## config.mk

```make
export PLATFORM = sky130hd
export DESIGN_NAME = demux_4_1_dual_seq
export DESIGN_NICKNAME = d
export VERILOG_FILES = /design/src/rtl/mux_pkg.sv /design/src/rtl/tdm_slot_counter.sv /design/src/rtl/demux_4_1_dual_seq.sv
export SDC_FILE = /design/constraint.sdc
export NUM_CORES = 1
export LEC_CHECK = 0
export BUFFER_PORTS_ARGS = -buffer_cell sky130_fd_sc_hd__buf_2
export CELL_PAD_IN_SITES_DETAIL_PLACEMENT = 1
export CELL_PAD_IN_SITES_GLOBAL_PLACEMENT = 1
export CORE_MARGIN = 3
export CORE_UTILIZATION = 39
export CTS_BUF_LIST = sky130_fd_sc_hd__clkbuf_8
export DETAILED_ROUTE_END_ITERATION = 10
export HOLD_SLACK_MARGIN = 0.06
export PLACE_DENSITY = 0.74
export SLEW_MARGIN = 15
export SYNTH_ARGS = -nofsm -noshare
export SYNTH_HDL_FRONTEND = slang
export SYNTH_HIERARCHICAL = 1
export SYNTH_SLANG_ARGS = --single-unit
```

## constraint.sdc

```tcl
create_clock -name clk -period 1.88 [get_ports clk]
set_input_delay 0.47 -clock clk [delete_from_list [all_inputs] [get_ports clk]]
set_output_delay 0.47 -clock clk [all_outputs]
set_load 0.01 [all_outputs]
```

## src/rtl/mux_pkg.sv

```systemverilog
// Shared definitions for the dual-lane TDM mux/demux pair: state encoding,
// last slot index and default lane width.
package mux_pkg;

  localparam int         W_DEF     = 4;
  localparam logic [1:0] SLOT_LAST = 2'd3;

  typedef enum logic [1:0] {
    IDLE = 2'd0,
    RUN  = 2'd1,
    PEND = 2'd2
  } state_t;

endpackage

```

## src/rtl/tdm_slot_counter.sv

```systemverilog
// 2-bit TDM slot index: clear, load-to-1 (frame start consumed slot 0),
// increment with natural 3->0 wrap. Shared with the transmit-side sequencer.
module tdm_slot_counter (
  input  logic       clk,
  input  logic       clr,
  input  logic       load1,
  input  logic       inc,
  output logic [1:0] sel
);

  // clear wins over load, load wins over increment
  always_ff @(posedge clk) begin
    if (clr)        sel <= 2'd0;
    else if (load1) sel <= 2'd1;
    else if (inc)   sel <= sel + 2'd1;
  end

endmodule

```

## src/rtl/demux_4_1_dual_seq.sv

```systemverilog
// Dual-lane 4:1 TDM demux. Slots 0..3 of each lane collect in a shadow bank;
// a completed frame is copied atomically into the registered output bank.
// Optional: DEMUX_SYNC_CHECK_EN enables the sync_err pulse (mid-frame sync,
// or word dropped while waiting for sync). Without it sync_err is 0.
import mux_pkg::*;

module demux_4_1_dual_seq #(
  parameter int W = W_DEF
) (
  input  logic         clk,
  input  logic         rst,
  input  logic         in_valid,
  input  logic         in_sync,
  input  logic [W-1:0] in0123,
  input  logic [W-1:0] inABCD,
  output logic         in_ready,
  input  logic         out_hold,
  output logic [1:0]   sel,
  output logic [W-1:0] out0,
  output logic [W-1:0] out1,
  output logic [W-1:0] out2,
  output logic [W-1:0] out3,
  output logic [W-1:0] outA,
  output logic [W-1:0] outB,
  output logic [W-1:0] outC,
  output logic [W-1:0] outD,
  output logic         frame_valid,
  output logic         sync_err
);

  // [lane][slot][bit]; lane 0 = 0123, lane 1 = ABCD
  logic [1:0][3:0][W-1:0] shadow, shadow_nxt, obank;

  state_t     state, state_nxt;
  logic       acc;
  logic       ld1, inc, wr_en, copy, err, err_en;
  logic [1:0] wr_slot;
  logic       fv_q, serr_q;

  assign in_ready = (state != PEND);
  assign acc      = in_valid & in_ready;

  tdm_slot_counter u_cnt (
    .clk   (clk),
    .clr   (rst),
    .load1 (ld1),
    .inc   (inc),
    .sel   (sel)
  );

  // state register
  always_ff @(posedge clk) begin
    if (rst) state <= IDLE;
    else     state <= state_nxt;
  end

  // next state, slot write control, copy and error strobes
  always_comb begin
    state_nxt = state;
    ld1       = 1'b0;
    inc       = 1'b0;
    wr_en     = 1'b0;
    wr_slot   = sel;
    copy      = 1'b0;
    err       = 1'b0;
    case (state)
      IDLE: begin
        if (acc) begin
          if (in_sync) begin
            ld1       = 1'b1;
            wr_en     = 1'b1;
            wr_slot   = 2'd0;
            state_nxt = RUN;
          end else begin
            err = 1'b1;  // word dropped while unaligned
          end
        end
      end
      RUN: begin
        if (acc) begin
          if (in_sync && sel != 2'd0) begin
            // realign: partial frame is abandoned, this word restarts at slot 0
            ld1     = 1'b1;
            wr_en   = 1'b1;
            wr_slot = 2'd0;
            err     = 1'b1;
          end else begin
            wr_en = 1'b1;
            inc   = 1'b1;  // 3 wraps to 0
            if (sel == SLOT_LAST) begin
              if (out_hold) state_nxt = PEND;
              else          copy      = 1'b1;
            end
          end
        end
      end
      PEND: begin
        if (!out_hold) begin
          copy      = 1'b1;
          state_nxt = RUN;
        end
      end
      default: state_nxt = IDLE;
    endcase
  end

  // shadow with this cycle's word merged in, so slot 3 can go straight to out*
  always_comb begin
    shadow_nxt = shadow;
    if (wr_en) begin
      shadow_nxt[0][wr_slot] = in0123;
      shadow_nxt[1][wr_slot] = inABCD;
    end
  end

`ifdef DEMUX_SYNC_CHECK_EN
  assign err_en = err;
`else
  assign err_en = 1'b0 & err;
`endif

  // shadow bank, output bank and status pulses
  always_ff @(posedge clk) begin
    if (rst) begin
      shadow <= '0;
      obank  <= '0;
      fv_q   <= 1'b0;
      serr_q <= 1'b0;
    end else begin
      shadow <= shadow_nxt;
      if (copy) obank <= shadow_nxt;
      fv_q   <= copy;
      serr_q <= err_en;
    end
  end

  assign out0        = obank[0][0];
  assign out1        = obank[0][1];
  assign out2        = obank[0][2];
  assign out3        = obank[0][3];
  assign outA        = obank[1][0];
  assign outB        = obank[1][1];
  assign outC        = obank[1][2];
  assign outD        = obank[1][3];
  assign frame_valid = fv_q;
  assign sync_err    = serr_q;

endmodule

```

# Yosys cells after proc, flatten, opt, wreduce, memory -nomap -nowiden
# Cells that the tools add are included.
# word_totals
ff_bits,69
latchBits,0
ramBits,0
rom_bits,0
wordCells,77
memories,0
# op_classes
add_sub_neg,1
n_mul,0
div_mod_pow,0
magnitude_cmp,2
eq_ne,11
n_shift,0
n_mux,35
bitwise_logic,1
n_reduce_logical,7
# ops
operator,n
16-bit bitwise mux,2
32-bit 2-to-1 mux,1
2-bit 2-to-1 mux,11
"2-bit inequality test, second input constant",8
1-bit 2-to-1 mux,14
4-bit demux with 2-bit select,1
7-bit AND reduction,1
1-bit case mux with 2 select lines,3
2-bit case mux with 3 select lines,1
"2-bit == test, second input constant",2
4-bit 2-to-1 mux,1
2-bit case mux with 2 select lines,1
2-bit nonzero test,2
"2-bit by 3-bit less-than comparator with 1-bit output, second input constant",1
"2-bit by 1-bit adder with 2-bit output, second input constant",1
"2-bit by 1-bit == test with 1-bit output, second input constant",1
"2-bit by 1-bit greater-or-equal comparator with 1-bit output, second input constant",1
1-bit logical AND,2
2-bit logical NOT,1
2-bit OR reduction,1
1-bit AND,1

# Logic depth before layout (Yosys ltp)
# logic_depth
word_depth,11
mapped_depth,9
ltp_nobuf,7

# Hierarchy
# The synthesis kept the hierarchy.
# by_module_without_submodules
module,n_inst,cells_per_inst,area_per_inst_um2,seq_area_each_um2
demux_4_1_dual_seq,1,254,2542.4,1341.3
tdm_slot_counter,1,8,87.6,40.0

# Worst setup path before layout
# Ideal clock, no wire load.
# synth_path
path_type,reg-to-reg
startpoint,reg state[1]
endpoint,reg obank (netlist bit out0[2])
setup_time_ns,0.138
t_arrival_ns,1.856
required_time_ns,1.742
slack_ns,-0.114
stages_incl_launch_ff,8
path_cell_list,dfxtp_1 -> inv_1 -> ha_1 -> clkbuf_1 -> a21oi_1 -> a2111oi_4 -> mux2i_1 -> a211oi_2
# synth_via
elab_chain_cells,10
elab_cells_between_ends,20
# synth_lines
item,line_no,text
from (decl),demux_4_1_dual_seq.sv:34,"state_t state, state_nxt;"
from (signal assigned),demux_4_1_dual_seq.sv:54,else state <= state_nxt;
2-bit inequality test,demux_4_1_dual_seq.sv:40,assign in_ready = (state != PEND);
1-bit AND,demux_4_1_dual_seq.sv:41,assign acc = in_valid & in_ready;
2-bit 2-to-1 mux (on tied branches),"demux_4_1_dual_seq.sv:80, demux_4_1_dual_seq.sv:68",
2-bit case mux with 2 select lines,demux_4_1_dual_seq.sv:66,case (state)
2-bit by 3-bit less-than comparator with 1-bit output (implied by the code) / 2-bit by 1-bit greater-or-equal comparator with 1-bit output (equally long branches),demux_4_1_dual_seq.sv:111,shadow_nxt[0][wr_slot] = in0123;
1-bit logical AND (implied by the code),demux_4_1_dual_seq.sv:111,
4-bit 2-to-1 mux (implied by the code),demux_4_1_dual_seq.sv:111,
4-bit demux with 2-bit select,demux_4_1_dual_seq.sv:111,
16-bit bitwise mux,demux_4_1_dual_seq.sv:111,
32-bit 2-to-1 mux,demux_4_1_dual_seq.sv:110,if (wr_en) begin
to (signal assigned),demux_4_1_dual_seq.sv:131,if (copy) obank <= shadow_nxt;
to (decl),demux_4_1_dual_seq.sv:32,"logic [1:0][3:0][W-1:0] shadow, shadow_nxt, obank;"
# Parallel ways exist; a longest one is shown, timed or not.
# A chain may end at the register's enable or synchronous reset.

# Worst setup path after layout
# layout_path
startpoint,reg state[0]
endpoint,reg obank (netlist bit outD[2])
# layout_via
elab_chain_cells,10
elab_cells_between_ends,20
# layout_lines
item,line_no,text
2-bit inequality test,demux_4_1_dual_seq.sv:40,
1-bit AND,demux_4_1_dual_seq.sv:41,
2-bit 2-to-1 mux (on tied branches),"demux_4_1_dual_seq.sv:80, demux_4_1_dual_seq.sv:68",
2-bit case mux with 2 select lines,demux_4_1_dual_seq.sv:66,
2-bit by 3-bit less-than comparator with 1-bit output (implied by the code) / 2-bit by 1-bit greater-or-equal comparator with 1-bit output (equally long branches),demux_4_1_dual_seq.sv:112,shadow_nxt[1][wr_slot] = inABCD;
1-bit logical AND (implied by the code),demux_4_1_dual_seq.sv:112,
4-bit 2-to-1 mux (implied by the code),demux_4_1_dual_seq.sv:112,
4-bit demux with 2-bit select,demux_4_1_dual_seq.sv:112,
16-bit bitwise mux,demux_4_1_dual_seq.sv:112,
32-bit 2-to-1 mux,demux_4_1_dual_seq.sv:110,
# Parallel ways exist; a longest one is shown, timed or not.

==> tab_implementation.tex <==
\begin{tabular}{lr}
\hline
Metric & Value \\
\hline
\multicolumn{2}{l}{\textbf{Status}} \\
\quad Result of the run & completed \\
\multicolumn{2}{l}{\textbf{Pwr}} \\
\quad Cell-internal power & 2.56 mW \\
\quad Total power draw & 3.56 mW \\
\quad Switching part of the total power & 0.282 \\
\quad Clk network pwr share & 0.350 \\
\quad PwrDens & 1050 nW/um2 \\
\quad Combinational group share of total power & 0.204 \\
\quad Peak supply drop & 0.598 mV \\
\quad Part of the total power dissipated in sequential elements & 0.446 \\
\quad Switching power & 1.00 mW \\
\quad P\_leak & 1.42 nW \\
\multicolumn{2}{l}{\textbf{Finish}} \\
\quad Post-route insts no fill & 400 \\
\quad Fraction of layout instances using a drive strength above 1 & 0.341 \\
\quad Most common cell after layout, fill and taps aside & sky130\_fd\_sc\_hd\_\_dfxtp\_1 \\
\quad Share of the core filled with cells in the final layout & 0.526 \\
\quad Largest register FFs & 32 \\
\quad Area added between synthesis and finish & 29.2\% \\
\quad Number of inserted diodes & 0 \\
\quad Commonest cells after routing, fill and taps aside & sky130\_fd\_sc\_hd\_\_dfxtp\_1 (67), sky130\_fd\_sc\_hd\_\_nor2\_1 (66), sky130\_fd\_sc\_hd\_\_buf\_2 (48), sky130\_fd\_sc\_hd\_\_mux2i\_1 (28), sky130\_fd\_sc\_hd\_\_a211oi\_1 (22) \\
\quad Largest Register & shadow \\
\quad Post-layout net count & 335 \\
\multicolumn{2}{l}{\textbf{Synth}} \\
\quad Number of synthesized flops with an enable pin & 0 \\
\quad Post-synthesis register bit count & 69 \\
\quad Cell variety after synth & 28 \\
\quad YS warnings & 6 \\
\quad Primary flip-flop cell chosen by synthesis mapping & sky130\_fd\_sc\_hd\_\_dfxtp\_1 \\
\quad Async set or reset register ratio after synthesis & 0 \\
\quad Combinational family with the most area after synthesis & compound AO/OA/AOI/OAI gates \\
\quad Synth Instances & 262 \\
\quad Mapped Area & 2630 um2 \\
\quad Xor and xnor fraction of the mapped netlist area & 0.00333 \\
\quad Post-synthesis compound-gate area fraction & 0.143 \\
\quad Multiplexer fraction of the synthesized cell area & 0.129 \\
\quad Synthesized-area fraction occupied by and/or/nand/nor cells & 0.138 \\
\quad Net count after synthesis & 279 \\
\quad Sequential element share of the synthesized area & 0.525 \\
\quad Area share of fa/ha/maj cells after synthesis & 0.0190 \\
\quad Top-area cell type share of the netlist area & 0.525 \\
\quad Post-Syn Area per Cell & 10.0 um2 \\
\quad Cell type with the largest total area after synthesis & sky130\_fd\_sc\_hd\_\_dfxtp\_1 \\
\quad Top cells by area in the synthesized netlist & sky130\_fd\_sc\_hd\_\_dfxtp\_1 (53\%), sky130\_fd\_sc\_hd\_\_mux2i\_1 (13\%), sky130\_fd\_sc\_hd\_\_nor2\_1 (9.4\%) \\
\multicolumn{2}{l}{\textbf{Setup path}} \\
\quad Crit Path Category & flop to flop \\
\quad Nature of the critical path endpoint & flop \\
\quad Top fanout value on the critical path & 8 \\
\quad Arrival time at the worst endpoint & 2.00 ns \\
\quad Worst endpoint required time & 2.08 ns \\
\quad Startpoint Class & flop \\
\multicolumn{2}{l}{\textbf{STA}} \\
\quad Setup Skew & 0.0117 ns \\
\quad Number of failing setup endpoints in the final timing report & 0 \\
\quad Maximum clock frequency & 555 MHz \\
\quad Period utilization & 0.958 \\
\quad Final hold violations & 0 \\
\quad Hold slack final & 0.460 ns \\
\quad Crit path time final & 1.80 ns \\
\quad Final max-slew violation count & 0 \\
\multicolumn{2}{l}{\textbf{Hold path}} \\
\quad Hold/Removal Path Class & input port to flop \\
\multicolumn{2}{l}{\textbf{Place}} \\
\quad Final RePlAce weighted congestion & 0.790 \\
\quad Post-detailed-placement half-perimeter wirelength & 4050 um \\
\quad Buffers added on ports & 48 \\
\quad Number of cells after detailed placement & 381 \\
\multicolumn{2}{l}{\textbf{Clock tree}} \\
\quad Clock Latency Late Sink & 0.34 ns \\
\quad Clock sink count & 69 \\
\quad Post-CTS clock slew at the launch and capture registers of the worst setup and hold paths & 0.08 ns \\
\quad Longest Clk Path Bufs & 2 \\
\quad Clock root buffer & sky130\_fd\_sc\_hd\_\_clkbuf\_8 \\
\quad CTS tree & done \\
\quad Number of H-tree branching levels & 3 \\
\quad CTS buffer count & 9 \\
\multicolumn{2}{l}{\textbf{Global routing}} \\
\quad Initial antenna violation count & 0 \\
\quad Gr ovfl total & 0 \\
\quad All-layer global routing usage & 0.171 \\
\quad Wire length of the first global-routing pass & 10,100 um \\
\quad Vias in the first global route & 2,085 \\
\quad Pin count of the biggest net entering global routing & 43 \\
\multicolumn{2}{l}{\textbf{Floorplan}} \\
\quad Core region area & 6460 um2 \\
\quad Die area & 7770 um2 \\
\quad Standard-cell row count & 29 \\
\quad Starting utilization of the core area & 0.407 \\
\quad Die extent in x & 88.1 um \\
\quad I/O Pins & 50 \\
\quad Die height & 88.1 um \\
\multicolumn{2}{l}{\textbf{Drt}} \\
\quad Antenna Violating Nets Remaining & 0 \\
\quad Detailed-router iteration count before antenna repair & 4 \\
\quad Count of vias placed by the detailed router & 2,105 \\
\quad Initial DRC Count & 81 \\
\quad Wire length per cell & 16.5 um \\
\quad Drt drc & 0 \\
\quad Average via count per standard cell & 5.26 \\
\quad Final Routed Wirelength & 6610 um \\
\multicolumn{2}{l}{\textbf{Job}} \\
\quad Max\_cap viols & 0 \\
\hline
\end{tabular}
==> layout make-up <==
type,instances,area (um2)
fill,744,3060
sequential,69,1390
multi-input combinational,167,1260
timing repair buffer,64,423
clock buffer,11,151
tap,77,96.3
clock inverter,5,58.8
inverter,7,26.3
==> synth_stat cells, types with 2 or more instances <==
cell type and number:
sky130_fd_sc_hd__a211oi_1 24, sky130_fd_sc_hd__clkbuf_1 16, sky130_fd_sc_hd__mux2i_1 34, sky130_fd_sc_hd__nand2_1 5
sky130_fd_sc_hd__buf_4 2, sky130_fd_sc_hd__dfxtp_1 69, sky130_fd_sc_hd__nand3b_1 5, sky130_fd_sc_hd__nor2_1 66
sky130_fd_sc_hd__a211oi_2 9, sky130_fd_sc_hd__a21oi_1 5, sky130_fd_sc_hd__ha_1 4, sky130_fd_sc_hd__inv_1 7
==> metrics by stage <==
step	cell area [um2]	setup slack [ns]	setup TNS [ns]
6_report	3400	0.0781	0
5_1_grt	3400	-0.00654	-0.00658
4_1_cts	3280	0.0201	0
3_5_place_dp	3040	-0.0681	-0.444
3_3_place_gp	3040	0.0163	0
2_1_floorplan	2640	0.00329	0
==> cells by family after synthesis <==
kind of cell               after synthesis
DFF                                     69
and+or+nand+nor                         84
muxes                                   34
buffers and inverters                   26
AOI/OAI and AO/OA                       43
other                                    1
adders and majority gates                4
xor gates and xnor gates                 1
==> path summary, 6_finish.rpt <==
kind	cells after the start	startpoint	to	slack [ns]
max	6	state[0]	outD[2]	0.08
max reg2reg	6	state[0]	outD[2]	0.08
min	3	in0123[3]	shadow[15]	0.46
min reg2reg	2	shadow[27]	shadow[27]	0.49
==> power by group through the flow <==
stage	logic (mW)	clock network [mW]	registers, mW
6_report	0.727	1.24	1.59
5_1_grt	0.799	1.35	1.60
4_1_cts	0.669	1.27	1.58
3_5_place_dp	0.644	0	1.61
3_3_place_gp	0.624	0	1.61
2_1_floorplan	0.382	0	1.64
==> per-layer routing <==
metal,up-vias,GRT usage,part of all wire
met1,1049,0.215,0.45
met5,-,0,0
met3,7,0.0508,0.041
met2,40,0.282,0.50
li1,1009,-,-
met4,0,0.0536,0.0086
==> worst max-delay path, stage by stage, from the launching register on <==
cell                       delay [ns]
sky130_fd_sc_hd__dfxtp_4         0.35
sky130_fd_sc_hd__inv_2           0.05
sky130_fd_sc_hd__ha_4            0.16
sky130_fd_sc_hd__nor4bb_4        0.33
sky130_fd_sc_hd__and3_4          0.36
sky130_fd_sc_hd__mux2i_1         0.31
sky130_fd_sc_hd__a211oi_1        0.12
==> repair_timing <==
| action | in CTS | in global routing |
|---|---|---|
| setup endpoints to repair | 34 | 48 |
| hold buffers | 0 | 0 |
| pin swaps | 4 | 9 |
| gates resized for setup | 8 | 17 |
| gates cloned | 0 | 1 |
| buffers inserted | 0 | 2 |
No activity file was read; power rests on OpenSTA's default activity.
